[config.mk]
export PLATFORM = sky130hd
export DESIGN_NAME = multicycle_controls_flat
export DESIGN_NICKNAME = d
export VERILOG_FILES = /design/src/rtl/multicycle_controls_if.sv /design/src/rtl/multicycle_controls.sv /design/src/flat_wrapper.sv
export SDC_FILE = /design/constraint.sdc
export NUM_CORES = 1
export LEC_CHECK = 0
export ABC_CLOCK_PERIOD_IN_PS = 2850
export BUFFER_PORTS_ARGS = -buffer_cell sky130_fd_sc_hd__buf_2
export CORE_ASPECT_RATIO = 0.6
export CORE_MARGIN = 2
export CORE_UTILIZATION = 53
export DETAILED_ROUTE_END_ITERATION = 8
export PLACE_DENSITY = 0.9
export SLEW_MARGIN = 30
export SYNTH_ARGS = -nofsm -noshare
export SYNTH_HDL_FRONTEND = slang
export SYNTH_SLANG_ARGS = --single-unit
[constraint.sdc]
create_clock -name clk -period 2.85 [get_ports clk]
set_input_delay 0.285 -clock clk [delete_from_list [all_inputs] [get_ports clk]]
set_output_delay 0.285 -clock clk [all_outputs]
set_load 0.05 [all_outputs]
[src/rtl/multicycle_controls_if.sv]
// Control bundle between the multicycle controller (master) and its datapath (slave).
// The controller drives every strobe; the datapath supplies the instruction and status.
interface multicycle_controls_if #(
  parameter int ALUOP_W = 3,
  parameter int CNT_W   = 16
);
  logic [31:0]        instr;
  logic               zero;
  logic               mem_ready;
  logic               IRWrite;
  logic               PCWrite;
  logic               Reg2Loc;
  logic               UncondBr;
  logic               BrTaken;
  logic               RegWrite;
  logic               MemRead;
  logic               MemWrite;
  logic               ALUSrc;
  logic               MemToReg;
  logic [ALUOP_W-1:0] ALUOp;
  logic               trap;
  logic               mem_err;
  logic [CNT_W-1:0]   retired;

  modport master (
    input  instr, zero, mem_ready,
    output IRWrite, PCWrite, Reg2Loc, UncondBr, BrTaken, RegWrite,
           MemRead, MemWrite, ALUSrc, MemToReg, ALUOp, trap, mem_err, retired
  );

  modport slave (
    output instr, zero, mem_ready,
    input  IRWrite, PCWrite, Reg2Loc, UncondBr, BrTaken, RegWrite,
           MemRead, MemWrite, ALUSrc, MemToReg, ALUOp, trap, mem_err, retired
  );
endinterface

[src/rtl/multicycle_controls.sv]
// Moore-style control FSM for a small multicycle LEGv8 datapath, with a bounded
// memory wait, a sticky trap state and a saturating retired-instruction counter.
module multicycle_controls #(
  parameter int ALUOP_W     = 3,
  parameter int MEM_TIMEOUT = 15,
  parameter int EN_CBNZ     = 1,
  parameter int CNT_W       = 16
) (
  input  logic clk,
  input  logic reset_n,
  multicycle_controls_if.master bus
);

  typedef enum logic [2:0] {
    S_FETCH, S_DECODE, S_EXEC, S_MEM, S_WB, S_TRAP
  } state_t;

  typedef enum logic [3:0] {
    C_ILL, C_ADD, C_SUB, C_ADDI, C_LDUR, C_STUR, C_B, C_CBZ, C_CBNZ
  } instrClass_t;

  localparam int WAIT_W  = (MEM_TIMEOUT > 1) ? $clog2(MEM_TIMEOUT) : 1;
  localparam int TO_LAST = (MEM_TIMEOUT > 0) ? MEM_TIMEOUT - 1 : 0;

  localparam logic [ALUOP_W-1:0] ALU_PASS = ALUOP_W'(3'b000);
  localparam logic [ALUOP_W-1:0] ALU_ADD  = ALUOP_W'(3'b010);
  localparam logic [ALUOP_W-1:0] ALU_SUB  = ALUOP_W'(3'b011);

  state_t             r_state;
  state_t             w_nextState;
  instrClass_t        r_class;
  instrClass_t        w_decClass;
  logic [WAIT_W-1:0]  r_wait;
  logic [CNT_W-1:0]   r_retired;
  logic               r_memErr;
  logic               w_timeout;
  logic               w_unusedInstr;

  logic               w_irWrite, w_pcWrite, w_reg2Loc, w_uncondBr, w_brTaken;
  logic               w_regWrite, w_memRead, w_memWrite, w_aluSrc, w_memToReg;
  logic               w_trap;
  logic [ALUOP_W-1:0] w_aluOp;

  assign w_unusedInstr = ^bus.instr[20:0];

  always_comb begin
    w_decClass = C_ILL;
    casez (bus.instr[31:21])
      11'b10001011000: w_decClass = C_ADD;
      11'b11001011000: w_decClass = C_SUB;
      11'b1001000100?: w_decClass = C_ADDI;
      11'b11111000010: w_decClass = C_LDUR;
      11'b11111000000: w_decClass = C_STUR;
      11'b000101?????: w_decClass = C_B;
      11'b10110100???: w_decClass = C_CBZ;
      11'b10110101???: w_decClass = (EN_CBNZ != 0) ? C_CBNZ : C_ILL;
      default:         w_decClass = C_ILL;
    endcase
  end

  // Timeout fires on the last permitted MEM cycle; a ready strobe that same cycle still completes.
  assign w_timeout = (MEM_TIMEOUT > 0) && (r_state == S_MEM) && !bus.mem_ready &&
                     (r_wait == WAIT_W'(TO_LAST));

  always_ff @(posedge clk) begin
    if (!reset_n) begin
      r_state <= S_FETCH;
    end else begin
      r_state <= w_nextState;
    end
  end

  always_comb begin
    w_nextState = r_state;
    case (r_state)
      S_FETCH:  w_nextState = S_DECODE;
      S_DECODE: begin
        if (w_decClass == C_ILL)    w_nextState = S_TRAP;
        else if (w_decClass == C_B) w_nextState = S_FETCH;
        else                        w_nextState = S_EXEC;
      end
      S_EXEC: begin
        case (r_class)
          C_ADD, C_SUB, C_ADDI: w_nextState = S_WB;
          C_LDUR, C_STUR:       w_nextState = S_MEM;
          default:              w_nextState = S_FETCH;
        endcase
      end
      S_MEM: begin
        if (bus.mem_ready)  w_nextState = (r_class == C_LDUR) ? S_WB : S_FETCH;
        else if (w_timeout) w_nextState = S_TRAP;
        else                w_nextState = S_MEM;
      end
      S_WB:    w_nextState = S_FETCH;
      S_TRAP:  w_nextState = S_TRAP;
      default: w_nextState = S_FETCH;
    endcase
  end

  always_ff @(posedge clk) begin
    if (!reset_n) begin
      r_class   <= C_ILL;
      r_wait    <= '0;
      r_retired <= '0;
      r_memErr  <= 1'b0;
    end else begin
      if (r_state == S_DECODE) r_class <= w_decClass;
      if (r_state != S_MEM) begin
        r_wait <= '0;
      end else if (!bus.mem_ready && (r_wait != '1)) begin
        r_wait <= r_wait + 1'b1;
      end
      if (w_timeout) r_memErr <= 1'b1;
      if (w_pcWrite && (r_retired != '1)) r_retired <= r_retired + 1'b1;
    end
  end

  always_comb begin
    w_irWrite  = 1'b0;
    w_pcWrite  = 1'b0;
    w_reg2Loc  = 1'b0;
    w_uncondBr = 1'b0;
    w_brTaken  = 1'b0;
    w_regWrite = 1'b0;
    w_memRead  = 1'b0;
    w_memWrite = 1'b0;
    w_aluSrc   = 1'b0;
    w_memToReg = 1'b0;
    w_trap     = 1'b0;
    w_aluOp    = ALU_PASS;
    case (r_state)
      S_FETCH: w_irWrite = 1'b1;
      // The class is not latched yet, so B resolves from the live instruction.
      S_DECODE: begin
        if (w_decClass == C_B) begin
          w_pcWrite  = 1'b1;
          w_brTaken  = 1'b1;
          w_uncondBr = 1'b1;
        end
      end
      S_EXEC: begin
        case (r_class)
          C_ADD: begin
            w_reg2Loc = 1'b1;
            w_aluOp   = ALU_ADD;
          end
          C_SUB: begin
            w_reg2Loc = 1'b1;
            w_aluOp   = ALU_SUB;
          end
          C_ADDI, C_LDUR, C_STUR: begin
            w_aluSrc = 1'b1;
            w_aluOp  = ALU_ADD;
          end
          C_CBZ: begin
            w_pcWrite = 1'b1;
            w_brTaken = bus.zero;
          end
          C_CBNZ: begin
            w_pcWrite = 1'b1;
            w_brTaken = ~bus.zero;
          end
          default: ;
        endcase
      end
      S_MEM: begin
        w_memRead  = (r_class == C_LDUR);
        w_memWrite = (r_class == C_STUR);
        w_pcWrite  = (r_class == C_STUR) && bus.mem_ready;
      end
      S_WB: begin
        w_regWrite = 1'b1;
        w_pcWrite  = 1'b1;
        w_memToReg = (r_class == C_LDUR);
      end
      S_TRAP:  w_trap = 1'b1;
      default: ;
    endcase
  end

  // Holding reset silences every strobe immediately, even mid memory access.
  assign bus.IRWrite  = reset_n & w_irWrite;
  assign bus.PCWrite  = reset_n & w_pcWrite;
  assign bus.Reg2Loc  = reset_n & w_reg2Loc;
  assign bus.UncondBr = reset_n & w_uncondBr;
  assign bus.BrTaken  = reset_n & w_brTaken;
  assign bus.RegWrite = reset_n & w_regWrite;
  assign bus.MemRead  = reset_n & w_memRead;
  assign bus.MemWrite = reset_n & w_memWrite;
  assign bus.ALUSrc   = reset_n & w_aluSrc;
  assign bus.MemToReg = reset_n & w_memToReg;
  assign bus.ALUOp    = reset_n ? w_aluOp : '0;
  assign bus.trap     = reset_n & w_trap;
  assign bus.mem_err  = r_memErr;
  assign bus.retired  = r_retired;

endmodule

[src/flat_wrapper.sv]
// flat-port wrapper written by rule: the top's interface ports become plain ports
module multicycle_controls_flat 
#(
  parameter int ALUOP_W     = 3,
  parameter int MEM_TIMEOUT = 15,
  parameter int EN_CBNZ     = 1,
  parameter int CNT_W       = 16
)
  (clk, reset_n, bus_instr, bus_zero, bus_mem_ready, bus_IRWrite, bus_PCWrite, bus_Reg2Loc, bus_UncondBr, bus_BrTaken, bus_RegWrite, bus_MemRead, bus_MemWrite, bus_ALUSrc, bus_MemToReg, bus_ALUOp, bus_trap, bus_mem_err, bus_retired);
  multicycle_controls_if #(.ALUOP_W(ALUOP_W), .CNT_W(CNT_W)) bus_i ();
  input  logic clk;
  input  logic reset_n;
  input wire logic [$bits(bus_i.instr)-1:0] bus_instr;
  input wire logic [$bits(bus_i.zero)-1:0] bus_zero;
  input wire logic [$bits(bus_i.mem_ready)-1:0] bus_mem_ready;
  output wire logic [$bits(bus_i.IRWrite)-1:0] bus_IRWrite;
  output wire logic [$bits(bus_i.PCWrite)-1:0] bus_PCWrite;
  output wire logic [$bits(bus_i.Reg2Loc)-1:0] bus_Reg2Loc;
  output wire logic [$bits(bus_i.UncondBr)-1:0] bus_UncondBr;
  output wire logic [$bits(bus_i.BrTaken)-1:0] bus_BrTaken;
  output wire logic [$bits(bus_i.RegWrite)-1:0] bus_RegWrite;
  output wire logic [$bits(bus_i.MemRead)-1:0] bus_MemRead;
  output wire logic [$bits(bus_i.MemWrite)-1:0] bus_MemWrite;
  output wire logic [$bits(bus_i.ALUSrc)-1:0] bus_ALUSrc;
  output wire logic [$bits(bus_i.MemToReg)-1:0] bus_MemToReg;
  output wire logic [$bits(bus_i.ALUOp)-1:0] bus_ALUOp;
  output wire logic [$bits(bus_i.trap)-1:0] bus_trap;
  output wire logic [$bits(bus_i.mem_err)-1:0] bus_mem_err;
  output wire logic [$bits(bus_i.retired)-1:0] bus_retired;
  assign bus_i.instr = bus_instr;
  assign bus_i.zero = bus_zero;
  assign bus_i.mem_ready = bus_mem_ready;
  assign bus_IRWrite = bus_i.IRWrite;
  assign bus_PCWrite = bus_i.PCWrite;
  assign bus_Reg2Loc = bus_i.Reg2Loc;
  assign bus_UncondBr = bus_i.UncondBr;
  assign bus_BrTaken = bus_i.BrTaken;
  assign bus_RegWrite = bus_i.RegWrite;
  assign bus_MemRead = bus_i.MemRead;
  assign bus_MemWrite = bus_i.MemWrite;
  assign bus_ALUSrc = bus_i.ALUSrc;
  assign bus_MemToReg = bus_i.MemToReg;
  assign bus_ALUOp = bus_i.ALUOp;
  assign bus_trap = bus_i.trap;
  assign bus_mem_err = bus_i.mem_err;
  assign bus_retired = bus_i.retired;
  multicycle_controls #(.ALUOP_W(ALUOP_W), .MEM_TIMEOUT(MEM_TIMEOUT), .EN_CBNZ(EN_CBNZ), .CNT_W(CNT_W)) u_core (.clk(clk), .reset_n(reset_n), .bus(bus_i));
endmodule
==> Yosys cells after proc, flatten, opt, wreduce, memory -nomap -nowiden <==
Index checks and enable logic that the tools add are counted.
{ "word_totals": {"elab_cells": 87, "register_bits": 28, "output_inout_bits": 31, "input_bits": 36} }
{ "op_classes": {"eq_ne": 25, "bitwise": 13, "addsub": 2, "mux": 27, "reduce_logical": 15} }
{ "ops": {"columns": ["cell", "n"], "rows": [
  ["$eq 11x11->1 const B", 4],
  ["$pmux 4 s8", 1],
  ["$mux 3", 6],
  ["$add 16x1->16 const B", 1],
  ["$eq 4x3->1 const B", 4],
  ["$eq 8x8->1 const B", 2],
  ["$ne 16x16->1 const B", 1],
  ["$pmux 3 s5", 1],
  ["$mux 1", 13],
  ["$and 1x1->1", 11],
  ["$eq 10x10->1 const B", 1],
  ["$eq 4x2->1 const B", 2],
  ["$eq 4x4->1 const B", 2],
  ["$reduce_or 2->1", 4],
  ["$eq 3x2->1 const B", 2],
  ["$eq 3x3->1 const B", 2],
  ["$eq 6x3->1 const B", 1],
  ["$pmux 3 s2", 1],
  ["$reduce_or 3->1", 2],
  ["$logic_and 1x1->1", 5],
  ["$add 4x1->4 const B", 1],
  ["$eq 4x1->1 const B", 1],
  ["$logic_not 4->1", 1],
  ["$ne 4x4->1 const B", 1],
  ["other kinds (10)", 12]
]} }

==> Logic depth before layout (Yosys ltp) <==
Gate-level depths: netlist of the first run.
{ "logic_depth": {"depth_word": 6, "depth_mapped": 8, "depth_no_buf": 8} }

==> Least setup slack after synthesis of the first run <==
OpenSTA, ideal clock, no wires.
{ "synth_timing": {"path_type": "register -> output", "from": "register u_core.r_state[0]", "to": "output port bus_ALUOp[0]", "arrival_time_ns": 2.760, "stages_incl_launch_ff": 5, "slack_ns": -0.195, "n_path_buf": 1, "required_time_ns": 2.565, "cell_sequence": "dfxtp_1 -> clkbuf_1 -> nand2b_1 -> or3_1 -> nor4b_1"} }
{ "synth_via": {"elab_chain_len": 3} }
{ "synth_lines": {"columns": ["element", "line_no", "text"], "rows": [
  ["start: declaration", "multicycle_controls.sv:29", "state_t r_state;"],
  ["start signal: assignment", "multicycle_controls.sv:69", "r_state <= w_nextState;"],
  ["$eq 3x2->1", "multicycle_controls.sv:131", "case (r_state)"],
  ["$mux 3", "multicycle_controls.sv:131", null],
  ["$mux 3", "multicycle_controls.sv:192", "assign bus.ALUOp = reset_n ? w_aluOp : '0;"],
  ["end: declaration", "flat_wrapper.sv:26", "output wire logic [$bits(bus_i.ALUOp)-1:0] bus_ALUOp;"]
]} }
No other way between the ends.

==> Final worst setup path of the first run <==
{ "layout_timing": {"from": "register u_core.r_class[0]", "to": "output port bus_PCWrite"} }
{ "layout_via": {"elab_chain_len": 5, "elab_cells_between_ends": 8, "classes_between": "3 x eq/ne; 2 x mux; 1 x bitwise; 2 x reduce/logical"} }
{ "layout_lines": {"columns": ["element", "line_no", "text"], "rows": [
  ["start: declaration", "multicycle_controls.sv:31", "instrClass_t r_class;"],
  ["start signal: assignment", "multicycle_controls.sv:107", "if (r_state == S_DECODE) r_class <= w_decClass;"],
  ["$eq 4x3->1 or $eq 4x4->1 (tied branches)", "multicycle_controls.sv:142", "case (r_class)"],
  ["$reduce_or 2->1 (no source line)", null, null],
  ["$mux 1", "multicycle_controls.sv:142", null],
  ["$pmux 1 s4 (*)", "multicycle_controls.sv:131", null],
  ["$and 1x1->1 (*)", "multicycle_controls.sv:183", "assign bus.PCWrite = reset_n & w_pcWrite;"],
  ["end: declaration", "flat_wrapper.sv:17", "output wire logic [$bits(bus_i.PCWrite)-1:0] bus_PCWrite;"]
]} }
Mark *: on every way between the ends. The rest lies on a longest branch, timed or not.

==> results of run 1 <==
-- power groups by stage --
stage          clock, uW  combinational (uW)  sequential [uW]
3_3_place_gp           0                 399              539
4_1_cts              252                 413              531
3_5_place_dp           0                 412              540
5_1_grt              274                 455              549
2_1_floorplan          0                 400              491
6_report             249                 415              535
-- critical path: cells and delay by family, from the launching register on --
family | cells | cell delay, ns
AOI/OAI and AO/OA | 2 | 0.28
DFF | 1 | 0.61
and+or+nand+nor | 3 | 0.56
buffers and inverters | 1 | 0.27
-- path summary, 6_finish.rpt --
path,startpoint,endpoint,slack (ns),depth (start not counted)
worst max-delay path,u_core.r_class[0]$_SDFFE_PN0P_,bus_PCWrite,0.55,6
worst min-delay path,bus_instr[24],u_core.r_class[3]$_SDFFE_PN0P_,0.32,3
worst max register to register,u_core.r_class[0]$_SDFFE_PN0P_,u_core.bus.retired[10]$_SDFFE_PN0P_,0.62,6
worst min register to register,u_core.bus.mem_err$_SDFFE_PN0P_,u_core.bus.mem_err$_SDFFE_PN0P_,0.49,2
-- metal layers --
| layer | up-vias | share of wire [%] | GRT usage, % |
|---|---|---|---|
| met5 | - | 0 | 0 |
| met4 | 0 | 0.62 | 4.310 |
| met3 | 4 | 7.5 | 3.889 |
| met2 | 80 | 41 | 33.76 |
| met1 | 859 | 50 | 32.57 |
| li1 | 933 | - | - |
-- cells by family after synthesis --
| kind of cell | count (synthesis) | synth area share, % |
|---|---|---|
| fa+ha+maj | 3 | 2.079 |
| mux | 4 | 2.218 |
| compound gates | 54 | 18.71 |
| flops | 28 | 31.05 |
| xor+xnor | 5 | 2.426 |
| other cells | 1 | 0.2077 |
| buf+inv | 17 | 5.544 |
| simple gates | 122 | 37.77 |
-- flip-flops by register name (all words and copies together), names as in the netlist --
name	count
u_core.bus.mem_err	1
u_core.bus.retired	16
u_core.r_class	4
u_core.r_state	3
u_core.r_wait	4
-- placed cells by master, fill, tap and decap left out, types with 5 or more instances in the layout --
| master | netlist | routed |
|---|---|---|
| nand2_1 | 23 | 23 |
| nand4_1 | 8 | 8 |
| nor2_1 | 24 | 24 |
| or3_1 | 7 | 7 |
| buf_2 | 2 | 44 |
| a21oi_1 | 19 | 19 |
| nor4_1 | 5 | 5 |
| nand3_1 | 10 | 10 |
| o21ai_0 | 8 | 8 |
| dfxtp_1 | 28 | 28 |
| o21ai_1 | 9 | 9 |
| nor3_1 | 7 | 7 |
| nand2b_1 | 10 | 10 |
-- metrics by stage --
stage | cells | setup WS (ns) | util [%] | cell area [um^2]
4_1_cts | 315 | 0.5588 | 63.50 | 2072
5_1_grt | 315 | 0.3412 | 63.50 | 2072
2_1_floorplan | 234 | 0.2188 | - | 1812
3_3_place_gp | 311 | 0.5474 | 61.62 | 2011
6_report | 315 | 0.5466 | 63.50 | 2072
3_5_place_dp | 311 | 0.6705 | 61.81 | 2017
-- area by class of cell --
class / instances / area [um^2]
multi-input cells: 189 / 1157
clock buffers: 4 / 55.05
fillers: 294 / 1191
flip-flops and latches: 28 / 560.5
inverters: 4 / 15.01
repair buffers: 45 / 227.7
well taps: 45 / 56.30
==> reports/qor.yml, run 1 <==
run_status:
  status: "completed"
die:
  dieWidth_um: 79.35
  rows: 16
  core_um2: 3263
  die_h_um: 49.21
  io_pins: 67
  dieArea_um2: 3905
  start_util_pct: 55.33
sta:
  fin_crit_sh_pct: 80.82
  finalSetupViolCount: 0
  fmaxAchievable_mhz: 434.1
  finalHoldViolations: 0
  skew_ns: 0.005237
  rsz0062_at_grt: "no"
  slew_violations: 0
  tightest_slew_ns: 0.6623
  holdWs_ns: 0.3197
  fin_crit_ns: 2.303
  relSlewSlack_pct: 55.85
  tns_ns: 0
worst_setup_path:
  cp-end-kind: "output pin"
  cp-start-kind: "flip-flop"
  setup.worst_path.class: "reg2out"
  cpMaxStageDelayCell: "dfxtp_1"
  path_cells: "and4b_1 -> a21oi_2 -> o31ai_4 -> nor2_2 -> nor2_1 -> buf_2"
  path_max_fanout: 11
  arrival_ns: 2.02
  worstPathRequired_ns: 2.57
  max_stage_delay_ns: 0.61
drt:
  routed_wl_um: 4201
  drt_pass1_iterations: 4
  drc: 0
  vias_per_cell: 5.956
  ant_nets: 0
  drt-wirelength-per-cell_um: 13.34
  via_count: 1876
  drtIter0Drc: 73
logic_synthesis:
  syn_area_per_cell_um2: 7.716
  synth.net_count: 273
  yosysTopAreaCell: "dfxtp_1"
  synthCells: 234
  async_flop_share_pct: 0
  yosysTopAreaCellShare_pct: 31.05
  synth-seq-cells: 28
  ys_types: 50
  yosys_most_used_dff: "dfxtp_1"
  ys_warn_count: 0
  ys_seq_area_share_pct: 31.05
  synth_edf_count: 0
  synth_common_cells: "dfxtp_1 (28), nor2_1 (24), nand2_1 (23)"
  yosysMostFrequentCell: "dfxtp_1"
  syn_area_um2: 1805
  synth_area_leaders: "dfxtp_1 (31%), a21oi_1 (5.3%), nor2_1 (5.0%)"
pwr:
  p_int_uw: 696.5
  clkPwrFrac_pct: 20.8
  total_power_uw: 1198
  seq_power_share_pct: 44.6
  p_leak_uw: 0.0007753
  peakVddDrop_mv: 0.3643
  p_per_area_nw_per_um2: 578.4
  pwr-share-comb_pct: 34.6
  sw_frac_of_total_pct: 41.88
  netSwitchingPower_uw: 501.9
grt:
  antenna_found_initial: 0
  grt_pass1_vias: 1606
  grt_pass1_wl_um: 7120
  grt_max_degree: 21
  track_usage_pct: 22.05
  grt-ovfl-total: 0
placement:
  place_congestion: 0.9364
  port_buffers: 44
  place.detailed.hpwl_um: 3228
cts:
  cts-root-buf: "clkbuf_8"
  post_cts_buffers: 0
  postCtsHoldBufs: 0
  clockBufferDepth: 2
  clk_latency_ns: 0.28
  h-tree-depth: 1
  path_clk_slew_ns: 0.10
  cts.sinks: 28
  ctsResizeCount: 0
  cts_buffers: 3
  cts_tree: "done"
worst_hold_path:
  hp-class: "in2reg"
finish:
  nNetsFinal: 310
  area_delta_synth_final_pct: 14.76
  antenna_cells: 0
  drive_above_1_share_pct: 21.48
run:
  cap_violations: 0
No activity file was read; power rests on OpenSTA's default activity.
==> inputs of run 2 (changes only) <==
--- a/config.mk
+++ b/config.mk
@@ -5,13 +5,13 @@
 export SDC_FILE = /design/constraint.sdc
 export NUM_CORES = 1
 export LEC_CHECK = 0
-export ABC_CLOCK_PERIOD_IN_PS = 2850
+export ABC_CLOCK_PERIOD_IN_PS = 1950
 export BUFFER_PORTS_ARGS = -buffer_cell sky130_fd_sc_hd__buf_2
 export CORE_ASPECT_RATIO = 0.6
 export CORE_MARGIN = 2
-export CORE_UTILIZATION = 53
+export CORE_UTILIZATION = 44
 export DETAILED_ROUTE_END_ITERATION = 8
-export PLACE_DENSITY = 0.9
+export PLACE_DENSITY = 0.8
 export SLEW_MARGIN = 30
 export SYNTH_ARGS = -nofsm -noshare
 export SYNTH_HDL_FRONTEND = slang
==> constraint.sdc (replaced) <==
create_clock -name clk -period 1.95 [get_ports clk]
set_input_delay 0.195 -clock clk [delete_from_list [all_inputs] [get_ports clk]]
set_output_delay 0.195 -clock clk [all_outputs]
set_load 0.05 [all_outputs]
==> reports/qor.yml, run 2 (synthesis results as in run 1) <==
worst_setup_path:
  r2r-end: "u_core.bus.retired[13]$_SDFFE_PN0P_"
  cp-end-kind: "flip-flop"
  reg2regPathDepth: 7  # +1
  rrSetupSlack_ns: -0.05  # -0.67 ns
  worstPathRequired_ns: 2.17  # -0.40 ns
  setup.worst_path.class: "reg2reg"
  arrival_ns: 2.22  # +0.20 ns
  cp-start-kind: "flip-flop"
  r2r-start: "u_core.r_class[1]$_SDFFE_PN0P_"
  path_max_fanout: 6  # -5
sta:
  tns_ns: -0.1443  # -0.1443 ns
  fin_crit_sh_pct: 102.8
  fmaxAchievable_mhz: 499.0
  holdWs_ns: 0.2629  # -0.05680 ns
  fin_crit_ns: 2.004
  finalHoldViolations: 0  # unchanged
  timing.final.ws_setup_ns: -0.05382  # -0.6005 ns
  skew_ns: 0.004258  # -0.0009784 ns
  rsz0062_at_grt: "yes"
  tightest_slew_ns: 0.4890  # -0.1733 ns
  slew_violations: 0  # unchanged
  relSlewSlack_pct: 66.94  # +11 points
  finalSetupViolCount: 4  # +4
die:
  io_pins: 67  # unchanged
  die_h_um: 53.62  # +9.0%
  start_util_pct: 47.42  # -7.9 points
  rows: 17  # +1
  dieArea_um2: 4649  # +19%
  dieWidth_um: 86.70  # +9.3%
  core_um2: 3807  # +17%
cts:
  cts_tree: "done"
  cts-root-buf: "clkbuf_8"
  clockBufferDepth: 2  # unchanged
  cts.sinks: 28  # unchanged
  cts_buffers: 3  # unchanged
  h-tree-depth: 1  # unchanged
  path_clk_slew_ns: 0.10  # about the same
  clk_latency_ns: 0.28  # about the same
pwr:
  total_power_uw: 2136  # +78%
  p_per_area_nw_per_um2: 866.2  # +50%
  p_leak_uw: 0.0009564  # +23%
  peakVddDrop_mv: 0.4476  # +23%
finish:
  final_cell_mix: "buf_2 (38), buf_4 (34), nand2_1 (22)"
  n_fill_cell: 310  # +5.4%
  area_delta_synth_final_pct: 36.59
  largest_reg_flops: 16  # unchanged
  multi_input_area_um2: 1269  # +9.6%
  regArea_um2: 589.3  # +5.1%
  fin_util_pct: 64.77  # +1.3 points
  final_common_cell: "buf_2"
  nNetsFinal: 340  # +9.7%
  stdcell_area_um2: 2466  # +19%
  antenna_cells: 0  # unchanged
  drive_above_1_share_pct: 40.00  # +19 points
drt:
  drc: 0  # unchanged
  drtIter0Drc: 162  # +120%
  drt-wirelength-per-cell_um: 15.52  # +16%
  drt_pass1_iterations: 5  # +1
  vias_per_cell: 6.006  # +0.84%
  via_count: 2084  # +11%
  ant_nets: 0  # unchanged
  routed_wl_um: 5387  # +28%
run_status:
  status: "finished with violations"
  violations: "setup timing"
worst_hold_path:
  min_to: "u_core.r_class[3]$_SDFFE_PN0P_"
  whs_path_depth: 3  # unchanged
  worstHoldStart: "bus_instr[24]"
  hp-class: "in2reg"
grt:
  track_usage_pct: 22.07  # about the same
  grt_pass1_wl_um: 8197  # +15%
  grt-ovfl-total: 0  # unchanged
  grt_pass1_vias: 1849  # +15%
  grt_max_degree: 19  # -9.5%
  antenna_found_initial: 0  # unchanged
placement:
  place.detailed.hpwl_um: 3807  # +18%
  place_congestion: 0.9167  # -2.1%
  post_dp_cell_area_um2: 2252  # +12%
  port_buffers: 44  # unchanged
run:
  cap_violations: 0  # unchanged
## run 2: cell types whose count changed in the layout (fill, tap and decap cells not counted), moves of 3 or more
cell / delta
buf_4: +33
dfxtp_1: -15
dfxtp_2: +11
buf_2: -6
dfxtp_4: +4
buf_6: +3
nor2_1: -3
nor2_4: +3
## run 2: what timing repair did
action,4_1_cts,5_1_grt
buffers inserted,4,0
hold buffers,0,0
gates resized for setup,20,19
endpoints found under the setup margin,11,15
pin swaps,6,5
endpoints found under the hold margin,0,0
## run 2: worst max-delay path: stages (launching register included)
cell and delay, ns:
dfxtp_4 0.38, and4bb_1 0.35, nand3_2 0.11, a21oi_4 0.24, nor2_4 0.06, buf_4 0.16
or4_4 0.52, a21oi_2 0.13
## run 2: power breakdown
| part | internal, uW | switching [uW] | leakage [uW] |
|---|---|---|---|
| registers | 653 | 105 | 0.000235 |
| clock network | 181 | 185 | 0.0000288 |
| logic | 436 | 576 | 0.000693 |
## run 2: routing by layer
| layer | global-route usage [%] | wire (um) | vias up |
|---|---|---|---|
| met5 | 0 | 0 | - |
| met4 | 5.990 | 101 | 0 |
| met3 | 3.834 | 332 | 13 |
| met2 | 37.31 | 2429 | 105 |
| met1 | 29.59 | 2523 | 968 |
| li1 | - | - | 998 |
## run 2: area by class of cell
cell class	instances	share of cell area, %
tap	47	2.385
sequential	28	23.90
multi-input combinational	189	51.45
clock buffer	4	2.232
timing repair buffer	75	19.43
inverter	4	0.6088
## run 2: metrics by stage
step                cells  setup WS (ns)
floorplan             234        -0.3515
finish                347       -0.05382
global route          347       -0.06732
detailed placement    339       -0.03283
global placement      339        0.02122
CTS                   347       0.003737
## run 2: worst max-delay path by stage
stage | startpoint | to | slack [ns] | cells past startpoint
6_report | u_core.r_class[1]$_SDFFE_PN0P_ | u_core.bus.retired[13]$_SDFFE_PN0P_ | -0.05 | 7
5_1_grt | u_core.r_class[1]$_SDFFE_PN0P_ | u_core.bus.retired[7]$_SDFFE_PN0P_ | -0.07 | 7
4_1_cts | u_core.r_class[0]$_SDFFE_PN0P_ | u_core.bus.retired[3]$_SDFFE_PN0P_ | 0.004 | 7
3_5_place_dp | u_core.r_class[2]$_SDFFE_PN0P_ | u_core.bus.retired[3]$_SDFFE_PN0P_ | -0.03 | 7
3_3_place_gp | u_core.r_class[2]$_SDFFE_PN0P_ | u_core.bus.retired[3]$_SDFFE_PN0P_ | 0.02 | 7
2_1_floorplan | u_core.r_state[0]$_SDFF_PN0_ | bus_ALUOp[0] | -0.35 | 4
==> inputs of run 3 (changes only) <==
--- a/config.mk
+++ b/config.mk
@@ -5,13 +5,14 @@
 export SDC_FILE = /design/constraint.sdc
 export NUM_CORES = 1
 export LEC_CHECK = 0
-export ABC_CLOCK_PERIOD_IN_PS = 1950
+export ABC_CLOCK_PERIOD_IN_PS = 2200
 export BUFFER_PORTS_ARGS = -buffer_cell sky130_fd_sc_hd__buf_2
 export CORE_ASPECT_RATIO = 0.6
 export CORE_MARGIN = 2
-export CORE_UTILIZATION = 44
+export CORE_UTILIZATION = 49
+export CTS_BUF_LIST = sky130_fd_sc_hd__clkbuf_8 sky130_fd_sc_hd__clkbuf_16
 export DETAILED_ROUTE_END_ITERATION = 8
-export PLACE_DENSITY = 0.8
+export PLACE_DENSITY = 0.84
 export SLEW_MARGIN = 30
 export SYNTH_ARGS = -nofsm -noshare
 export SYNTH_HDL_FRONTEND = slang
==> constraint.sdc (replaced) <==
create_clock -name clk -period 2.2 [get_ports clk]
set_input_delay 0.22 -clock clk [delete_from_list [all_inputs] [get_ports clk]]
set_output_delay 0.22 -clock clk [all_outputs]
set_load 0.05 [all_outputs]
==> reports/qor.yml, run 3 (synthesis results as in run 1) <==
run_status:
  status: "completed"
cts:
  cts.sinks: 28  # unchanged
  path_clk_slew_ns: 0.10  # about the same
  cts_buffers: 3  # unchanged
  cts-root-buf: "clkbuf_8"
  h-tree-depth: 1  # unchanged
  clk_latency_ns: 0.28  # about the same
  cts_tree: "done"
  clockBufferDepth: 2  # unchanged
pwr:
  p_per_area_nw_per_um2: 753.6  # -13%
  peakVddDrop_mv: 0.4665  # +4.2%
  p_leak_uw: 0.0008228  # -14%
placement:
  place.detailed.hpwl_um: 3351  # -12%
  place_congestion: 0.8156  # -11%
  post_dp_cell_area_um2: 2096  # -6.9%
  port_buffers: 44  # unchanged
finish:
  final_cell_mix: "buf_2 (43), dfxtp_1 (27), nor2_1 (24)"
  nNetsFinal: 318  # -6.5%
  n_fill_cell: 331  # +6.8%
  area_delta_synth_final_pct: 20.24
  fin_util_pct: 60.39  # -4.4 points
  stdcell_area_um2: 2171  # -12%
  largest_reg_flops: 16  # unchanged
  drive_above_1_share_pct: 25.90  # -14 points
  antenna_cells: 0  # unchanged
  final_common_cell: "buf_2"
worst_setup_path:
  cp-end-kind: "output pin"
  critPathTopFamily: "simple AND/OR/NAND/NOR gates"
  critical_path_buf_inv_count: 1  # unchanged
  setup.worst_path.class: "reg2out"
  cpMaxStageDelayCell: "dfxtp_1"
  path_cells: "nand2b_1 -> or3_4 -> nor4b_2 -> buf_2"
  cp-start-kind: "flip-flop"
  worstPathRequired_ns: 1.98  # -0.19 ns
  arrival_ns: 1.86  # -0.36 ns
  path_max_fanout: 13  # +7
  max_stage_delay_ns: 0.45  # -0.07 ns
  rrSetupSlack_ns: 0.24  # +0.29 ns
drt:
  drt_pass1_iterations: 4  # -1
  ant_nets: 0  # unchanged
  via_count: 1902  # -8.7%
  drtIter0Drc: 182  # +12%
  routed_wl_um: 4420  # -18%
  drt-wirelength-per-cell_um: 13.60  # -12%
  drc: 0  # unchanged
  vias_per_cell: 5.852  # -2.6%
sta:
  skew_ns: 0.007899  # +0.003641 ns
  holdWs_ns: 0.2491  # -0.01379 ns
  fin_crit_sh_pct: 94.57
  fmaxAchievable_mhz: 480.7
  slew_violations: 0  # unchanged
  finalSetupViolCount: 0  # -4
  tightest_slew_ns: 0.4960  # +0.006947 ns
  fin_crit_ns: 2.080
  rsz0062_at_grt: "no"
  relSlewSlack_pct: 66.63  # -0.31 points
  finalHoldViolations: 0  # unchanged
grt:
  antenna_found_initial: 0  # unchanged
  grt_pass1_vias: 1613  # -13%
  track_usage_pct: 22.11  # +0.048 points
  grt_pass1_wl_um: 7300  # -11%
  grt-ovfl-total: 0  # unchanged
  grt_max_degree: 20  # +1
die:
  rows: 17  # unchanged
  core_um2: 3595  # -5.6%
  io_pins: 67  # unchanged
  dieWidth_um: 82.37  # -5.0%
  start_util_pct: 50.23  # +2.8 points
  dieArea_um2: 4202  # -9.6%
  die_h_um: 51.02  # -4.8%
worst_hold_path:
  hp-class: "in2reg"
run:
  cap_violations: 0  # unchanged
[run 3: cell type report]
class / instances / area [um^2] / area share, %
well taps: 47 / 58.81 / 2.709
inverters: 4 / 15.01 / 0.6916
clock buffers: 4 / 55.05 / 2.536
repair buffers: 53 / 290.3 / 13.37
multi-input cells: 189 / 1190 / 54.81
flip-flops and latches: 28 / 561.8 / 25.88
[run 3: path summary, 6_finish.rpt]
| kind | to | cells past startpoint | start |
|---|---|---|---|
| hold reg to reg | u_core.bus.mem_err$_SDFFE_PN0P_ | 2 | u_core.bus.mem_err$_SDFFE_PN0P_ |
| hold / removal | u_core.r_class[3]$_SDFFE_PN0P_ | 3 | bus_instr[24] |
| setup / recovery | bus_ALUOp[0] | 4 | u_core.r_state[0]$_SDFF_PN0_ |
| setup reg to reg | u_core.bus.retired[4]$_SDFFE_PN0P_ | 7 | u_core.r_class[3]$_SDFFE_PN0P_ |
[run 3: repair_timing]
action	4_1_cts	5_1_grt
resized for setup	1	4
pin swaps	0	0
gates cloned	0	0
hold buffers	0	0
hold endpoints to repair	0	0
buffers inserted	0	0
endpoints found under the setup margin	2	6
[run 3: worst min-delay path, stage by stage]
cell	delay [ns]
buf_2	0.13
nand4_1	0.07
a21oi_1	0.07
[run 3: through the flow]
stage / total power (uW) / worst slack, ns / cells / setup TNS [ns]
3_3_place_gp: 1284 / 0.2716 / 321 / 0
6_report: 1636 / 0.1195 / 325 / 0
4_1_cts: 1627 / 0.02385 / 325 / 0
5_1_grt: 1732 / 0.003597 / 325 / 0
2_1_floorplan: 1173 / -0.1265 / 234 / -0.2116
3_5_place_dp: 1299 / 0.2731 / 321 / 0
[run 3: metal layers]
layer,track usage [%],vias up,wire length [um]
li1,-,951,-
met1,32.86,873,2152
met2,33.20,76,1947
met3,4.417,2,305
met4,3.889,0,14
met5,0,-,0
[run 3: power by group]
| part | leakage [uW] | switching (uW) | internal, uW |
|---|---|---|---|
| Clock | 0.0000288 | 171 | 161 |
| Sequential | 0.000227 | 97.2 | 558 |
| Combinational | 0.000567 | 414 | 235 |
| Total | 0.000823 | 682 | 954 |
